`src/rtl/knn_vote.sv`:
```
// k-NN majority vote: collects K ranked neighbour labels, then scans
// the per-class tallies to pick the most frequent, nearest-first label.
// Ports:
//   clk, rst (sync, active-low), start
//   nb_valid / nb_data / nb_ready : neighbour entry stream, rank 0 first
//   busy        : high while loading or scanning
//   label_valid : label_out holds a final result
//   label_out   : winning label, 8'hFF when no entry was votable
//   err         : sticky out-of-range label flag for this classification
module knn_vote #(
    parameter int DATA_W    = 32,
    parameter int K         = 4,
    parameter int data_info = 40,
    parameter int NCLASS    = 16
) (
    input  logic                 clk,
    input  logic                 rst,
    input  logic                 start,
    input  logic                 nb_valid,
    input  logic [data_info-1:0] nb_data,
    output logic                 nb_ready,
    output logic                 busy,
    output logic                 label_valid,
    output logic [7:0]           label_out,
    output logic                 err
);

    localparam int CW = $clog2(K + 1);
    localparam int RW = (K > 1) ? $clog2(K) : 1;
    localparam int SW = (NCLASS > 1) ? $clog2(NCLASS) : 1;

    typedef enum logic [1:0] {IDLE, LOAD, SCAN, DONE} state_t;

    state_t state_q, state_d;
    logic [NCLASS-1:0][CW-1:0] cnt_q, cnt_d;
    logic [NCLASS-1:0][RW-1:0] frank_q, frank_d;
    logic [CW-1:0] acc_q, acc_d;
    logic [SW-1:0] scan_q, scan_d;
    logic [CW-1:0] best_cnt_q, best_cnt_d;
    logic [RW-1:0] best_rank_q, best_rank_d;
    logic [7:0]    best_lbl_q, best_lbl_d;
    logic          lv_q, lv_d;
    logic [7:0]    lbl_q, lbl_d;
    logic          err_q, err_d;

    // Distance is carried for the producer's ordering only; not voted on.
    logic [DATA_W-1:0] unused_dist;
    assign unused_dist = nb_data[data_info-1:8];

    logic [7:0]    nb_lbl;
    logic [RW-1:0] rank;
    logic [CW-1:0] cur_cnt;
    logic [RW-1:0] cur_rank;
    logic          take;
    logic          in_range;

    assign nb_lbl      = nb_data[7:0];
    assign rank        = acc_q[RW-1:0];
    assign nb_ready    = (state_q == LOAD);
    assign busy        = (state_q == LOAD) || (state_q == SCAN);
    assign label_valid = lv_q;
    assign label_out   = lbl_q;
    assign err         = err_q;

    always_comb begin
        state_d     = state_q;
        cnt_d       = cnt_q;
        frank_d     = frank_q;
        acc_d       = acc_q;
        scan_d      = scan_q;
        best_cnt_d  = best_cnt_q;
        best_rank_d = best_rank_q;
        best_lbl_d  = best_lbl_q;
        lv_d        = lv_q;
        lbl_d       = lbl_q;
        err_d       = err_q;
        in_range    = 1'b0;
        cur_cnt     = cnt_q[scan_q];
        cur_rank    = frank_q[scan_q];
        // Equal count only wins if it first appeared at a nearer rank.
        take = (cur_cnt > best_cnt_q) ||
               ((cur_cnt == best_cnt_q) && (best_cnt_q != '0) &&
                (cur_rank < best_rank_q));

        unique case (state_q)
            IDLE, DONE: begin
                if (start) begin
                    state_d = LOAD;
                    cnt_d   = '0;
                    frank_d = '0;
                    acc_d   = '0;
                    err_d   = 1'b0;
                    lv_d    = 1'b0;
                end
            end
            LOAD: begin
                if (nb_valid) begin
                    for (int c = 0; c < NCLASS; c++) begin
                        if (nb_lbl == 8'(c)) begin
                            in_range = 1'b1;
                            if (cnt_q[c] == '0) frank_d[c] = rank;
                            cnt_d[c] = cnt_q[c] + CW'(1);
                        end
                    end
                    if (!in_range) err_d = 1'b1;
                    acc_d = acc_q + CW'(1);
                    if (acc_q == CW'(K - 1)) begin
                        state_d     = SCAN;
                        scan_d      = '0;
                        best_cnt_d  = '0;
                        best_rank_d = '0;
                        best_lbl_d  = '0;
                    end
                end
            end
            SCAN: begin
                if (take) begin
                    best_cnt_d  = cur_cnt;
                    best_rank_d = cur_rank;
                    best_lbl_d  = 8'(scan_q);
                end
                scan_d = scan_q + SW'(1);
                if (scan_q == SW'(NCLASS - 1)) begin
                    state_d = DONE;
                    lv_d    = 1'b1;
                    if (best_cnt_d == '0) begin
                        lbl_d = 8'hFF;
                        err_d = 1'b1;
                    end else begin
                        lbl_d = best_lbl_d;
                    end
                end
            end
            default: state_d = IDLE;
        endcase
    end

    always_ff @(posedge clk) begin
        if (!rst) begin
            state_q     <= IDLE;
            cnt_q       <= '0;
            frank_q     <= '0;
            acc_q       <= '0;
            scan_q      <= '0;
            best_cnt_q  <= '0;
            best_rank_q <= '0;
            best_lbl_q  <= '0;
            lv_q        <= 1'b0;
            lbl_q       <= '0;
            err_q       <= 1'b0;
        end else begin
            state_q     <= state_d;
            cnt_q       <= cnt_d;
            frank_q     <= frank_d;
            acc_q       <= acc_d;
            scan_q      <= scan_d;
            best_cnt_q  <= best_cnt_d;
            best_rank_q <= best_rank_d;
            best_lbl_q  <= best_lbl_d;
            lv_q        <= lv_d;
            lbl_q       <= lbl_d;
            err_q       <= err_d;
        end
    end

endmodule

```
`config.mk`:
```
export PLATFORM = sky130hd
export DESIGN_NAME = knn_vote
export DESIGN_NICKNAME = d
export VERILOG_FILES = /design/src/rtl/knn_vote.sv
export SDC_FILE = /design/constraint.sdc
export NUM_CORES = 1
export LEC_CHECK = 0
export CORE_UTILIZATION = 40
export CTS_CLUSTER_SIZE = 12
export DETAILED_ROUTE_END_ITERATION = 6
export GPL_ROUTABILITY_DRIVEN = 0
export HOLD_SLACK_MARGIN = 0.15
export PLACE_DENSITY = 0.69
export SYNTH_ARGS = -nofsm -noshare
export SYNTH_HDL_FRONTEND = slang
export SYNTH_SLANG_ARGS = --single-unit
```
`constraint.sdc`:
```
create_clock -name clk -period 6.32 [get_ports clk]
set_input_delay 0.948 -clock clk [delete_from_list [all_inputs] [get_ports clk]]
set_output_delay 0.948 -clock clk [all_outputs]
set_load 0.1 [all_outputs]
```
* Word-level counts from Yosys, hierarchy flattened
Cells that the tools add are included.
** Storage, ports and cells
- Bits in registers :: 112
- Input port bits :: 44
- Output and inout bits :: 12
** Operators by class
- $add $sub $neg :: 18
- Order comparisons :: 3
- Equality and inequality tests :: 60
- Muxes and demuxes :: 109
- Reduce and logical (&&, ||, !) cells :: 67
** Operators with widths (count)
- two-way mux 48 bit :: 2
- case mux 48 bit (2 select lines) :: 1
- AND reduction 5 bit :: 17
- two-way mux 2 bit :: 40
- AND reduction 4 bit :: 18
- inequality test 2 x 1 -> 1 bit (second input constant) :: 35
- two-way mux 3 bit :: 23
- equality test 8 x 4 -> 1 bit (second input constant) :: 8
- two-way mux 32 bit :: 2
- case mux 32 bit (2 select lines) :: 1
- adder 3 x 1 -> 3 bit (second input constant) :: 17
- zero test 3 bit :: 17
- equality test 8 x 3 -> 1 bit (second input constant) :: 4
- two-way mux 8 bit :: 4
- two-way mux 1 bit :: 24
- equality test 8 x 2 -> 1 bit (second input constant) :: 2
- case mux 8 bit (2 select lines) :: 1
- binary-select mux 3 bit (select 4 bit) :: 1
- case mux 3 bit (2 select lines) :: 2
- AND reduction 3 bit :: 3
- binary-select mux 2 bit (select 4 bit) :: 1
- equality test 8 x 1 -> 1 bit (second input constant) :: 1
- zero test 8 bit :: 1
- two-way mux 4 bit :: 2
- other kinds (22) :: 30

* Longest topological paths before layout
- Depth after elaboration :: 22
- Mapped depth :: 16

* Least setup slack after synthesis
No wires, ideal clock.
- Path kind :: flip-flop to flip-flop
- From :: reg scan_q[1]
- To :: reg lbl_q[0], in the netlist label_out[0]
- Data arrival time :: 3372 ps
- Required time :: 6187 ps
- Setup slack :: 2815 ps
- Stages on the path, launching flop included :: 13
- Buffers on the path :: 4
- Clock period less this slack :: 3505 ps
- Cell sequence :: dfxtp_1 -> buf_2 -> buf_4 -> buf_2 -> mux4_2 -> mux4_2 -> ha_1 -> nand3_1 -> or3_1 -> o221a_2 -> buf_4 -> a211oi_4 -> a21oi_1
** On the way
- Cells in the longest elaborated chain, start to end :: 10
- Elaborated cells on any way between the ends :: 17
** Ends and longest elaborated chain
- from (decl) :: RTL line 38 : logic [SW-1:0] scan_q, scan_d;
- from (signal assigned) :: RTL line 156 : scan_q <= scan_d;
- branches (longest 10 deep; another with greater-than comparator 3 bit)
- to (signal assigned) :: RTL line 161 : lbl_q <= lbl_d;
- to (decl) :: RTL line 43 : logic [7:0] lbl_q, lbl_d;
Several ways; the timed one is not identified. The select of a mux whose other input is x is not followed.
A chain may end at the register's enable or synchronous reset.

* Worst setup path after layout
- From :: reg scan_q[0]
- To :: reg lbl_q[4], in the netlist label_out[4]
The elaborated chain is that of the path after synthesis.

==> reports/results.txt <==
Post-Syn Area: 6150 um2
Starting density of the core: 41.7%
Max-slew violations: 0
Synth async-reset ratio: 0%
Met3 Routed Length: 531 um
Gr usage total: 18.7%
Final ANT Viol Nets: 0
Vias in the first global route: 4781
Status: finished, final reports clean
TNS Setup: 0 ns
Share of the synthesized area in the top cell type: 36.4%
Ys flop type: dfxtp_1
Die Ht: 126 um
Reg clk slew, reported paths: 0.07 ns
Synth area leader: dfxtp_1
Mapped Cells: 692
Final hold violations: 0
Root buf cell: clkbuf_16
Worst min-delay path category: flip-flop to flip-flop
Largest stage delay, worst path: 0.96 ns
DR WL/cell: 16.1 um
Highest Clock Rate: 230 MHz
DPL Wire Length: 9.95 mm
CTS Sinks: 112
TritonCTS clock tree: built
DR DRC count: 0
Slowest CP cell: dfxtp_1
Port bufs: 23
Longest Clk Path Bufs: 2
Routed met2 length: 6.90 mm
Synthesis Warnings: 0
Critical path arrival: 4.56 ns
Worst-path cell chain: buf_4 > mux4_2 > mux4_2 > ha_1 > nand3_1 > or3_1 > o221a_2 > a211oi_4 > a21oi_1
Max-cap violations: 0
H-tree levels: 3
FF+latch count, synth: 112
Post-Route Hold Slack: 0.460 ns
Top cells by area, synth: dfxtp_1 36%, ha_1 8.5%, mux4_2 8.1%
Crit path time final: 4.34 ns
Top cell by count, worst path: mux4_2
RSZ-0062 raised after global routing: false
Measured slew at the worst slew-check pin: 1.16 ns
DIE WIDTH: 126 um
Antenna violations before repair: 0
GRT overflow: 0
CP endpoint kind: flip-flop
Setup Fix Bufs, Post-CTS: 0
Syn nets: 778
Rel. slew slack: 22.9%
Worst EP required: 6.55 ns
Final Skew: 0.00443 ns
Final net count: 779
Sequential fraction of the synthesis area: 36.4%
Vias: 4847
Final setup vio count: 0
Uppermost layer routed: met4
Reg2reg path depth: 9
Avg Vias per Cell: 5.50
Clk_lat worst skew: 0.36 ns
CP max FO: 17
Die area: 15900 um2
Leakage: 2.66 nW
Post-cts resize count: 0
Netlist cell types: 46
Core Region: 14800 um2
Number of synthesized flops with an enable pin: 0
Antenna cell count: 0
First-pass DRT Iterations: 4
Worst Hold Depth: 2
VDD IR max: 0.256 mV
Post-CTS Hold Fix Bufs: 0
Mean Syn Cell Area: 8.89 um2
Layout area overhead: 10.9%
Wire length on met1: 6.40 mm
CTS buffer count: 9
CP Class: flip-flop to flip-flop
Final WL: 14.2 mm
Share of cells above drive strength 1: 7.74%
Global-route wire length before repair: 23.3 mm
DRT iter0 DRCs: 353
Cell Rows: 44
Pwr Density: 383 nW/um2
IO Pins: 56
Tcrit/Tclk final: 68.6%
Largest net degree at the start of global routing: 89
Crit start category: flip-flop
==> worst paths after layout <==
path              slack [ns]                        from                   endpoint
hold reg to reg         0.46  best_lbl_q[5]$_SDFFE_PN0P_  label_out[5]$_SDFFE_PN0P_
setup / recovery        1.98      scan_q[0]$_SDFFE_PN0P_  label_out[4]$_SDFFE_PN0P_
hold / removal          0.46  best_lbl_q[5]$_SDFFE_PN0P_  label_out[5]$_SDFFE_PN0P_
setup reg to reg        1.98      scan_q[0]$_SDFFE_PN0P_  label_out[4]$_SDFFE_PN0P_
==> cell usage after synthesis, types with 11 or more instances <==
master,n
xnor2_1,11
nand3_1,23
and2_1,28
o21a_1,25
mux4_2,22
nand2_1,72
a21oi_1,23
a22oi_1,11
mux2i_1,15
and3_1,31
nor2_1,58
a21boi_0,11
xor2_1,15
ha_1,42
clkbuf_1,29
nor2b_1,14
inv_1,44
dfxtp_1,112
o21ai_0,37
==> metal layers <==
metal | vias to the layer above | global-route usage [%]
met1 | 2356 | 22.2
li1 | 2378 | -
met2 | 83 | 32.6
met5 | - | 0
met3 | 30 | 4.55
met4 | 0 | 6.66
==> worst max-delay path: cells and delay by family (launching register included) <==
kind	cells	cell delay, ns
AO/OA/AOI/OAI	3	1.01
adder cells (fa/ha/maj)	1	0.32
buffers and inverters	1	0.34
flip-flops	1	0.96
multiplexers	2	1.08
AND/OR/NAND/NOR	2	0.50
==> cell type report <==
class                      instances  area [um2]
multi-input combinational        497        3580
timing repair buffer              29         270
tap                              184         230
clock buffer                      10         229
sequential                       112        2240
fill                            1390        7930
inverter                          44         165
clock inverter                     6         108
==> logic make-up after synthesis <==
| family | Yosys count | share of synthesized area [%] |
|---|---|---|
| adder cells (fa/ha/maj) | 42 | 8.54 |
| multiplexers | 37 | 10.5 |
| flip-flops | 112 | 36.4 |
| buffers and inverters | 83 | 5.43 |
| XOR/XNOR | 26 | 3.70 |
| AND/OR/NAND/NOR | 269 | 22.3 |
| AO/OA/AOI/OAI | 123 | 13.1 |
==> report_power, final <==
part	switching (W)	internal, W	leakage [nW]
Clock	0.000262	0.000386	0.162
Combinational	0.000779	0.000348	1.59
Sequential	0.0000746	0.000765	0.905
Total	0.00112	0.00150	2.66
==> placed cells by master (no fill, tap or decap), drive strengths merged, types with 14 or more instances in the layout <==
master	n
dfxtp	112
nand2	72
nor2	58
inv	44
ha	42
o21ai	39
and3	31
and2	28
o21a	25
a21oi	25
nand3	23
mux4	22
clkdlybuf4s50	22
mux2i	15
xor2	15
nor2b	14
==> per-stage QoR <==
step | cell area, um2 | setup slack [ns] | std cells | total power [W] | utilization, %
global placement | 6480 | 2.04 | 866 | 0.00193 | 44.0
finish | 6820 | 1.98 | 882 | 0.00262 | 46.2
global route | 6820 | 1.72 | 882 | 0.00278 | 46.2
detailed placement | 6480 | 1.92 | 866 | 0.00198 | 44.0
floorplan | 6150 | 2.82 | 692 | 0.00170 | -
CTS | 6820 | 1.91 | 882 | 0.00263 | 46.2
==> registers in the layout (all words and copies together) (netlist names) <==
| register | count |
|---|---|
| best_lbl_q | 8 |
| err | 1 |
| acc_q | 3 |
| frank_q | 32 |
| scan_q | 4 |
| best_rank_q | 2 |
| cnt_q | 48 |
| label_out | 8 |
| best_cnt_q | 3 |
| label_valid | 1 |
| state_q | 2 |
No activity file was read; power rests on OpenSTA's default activity.
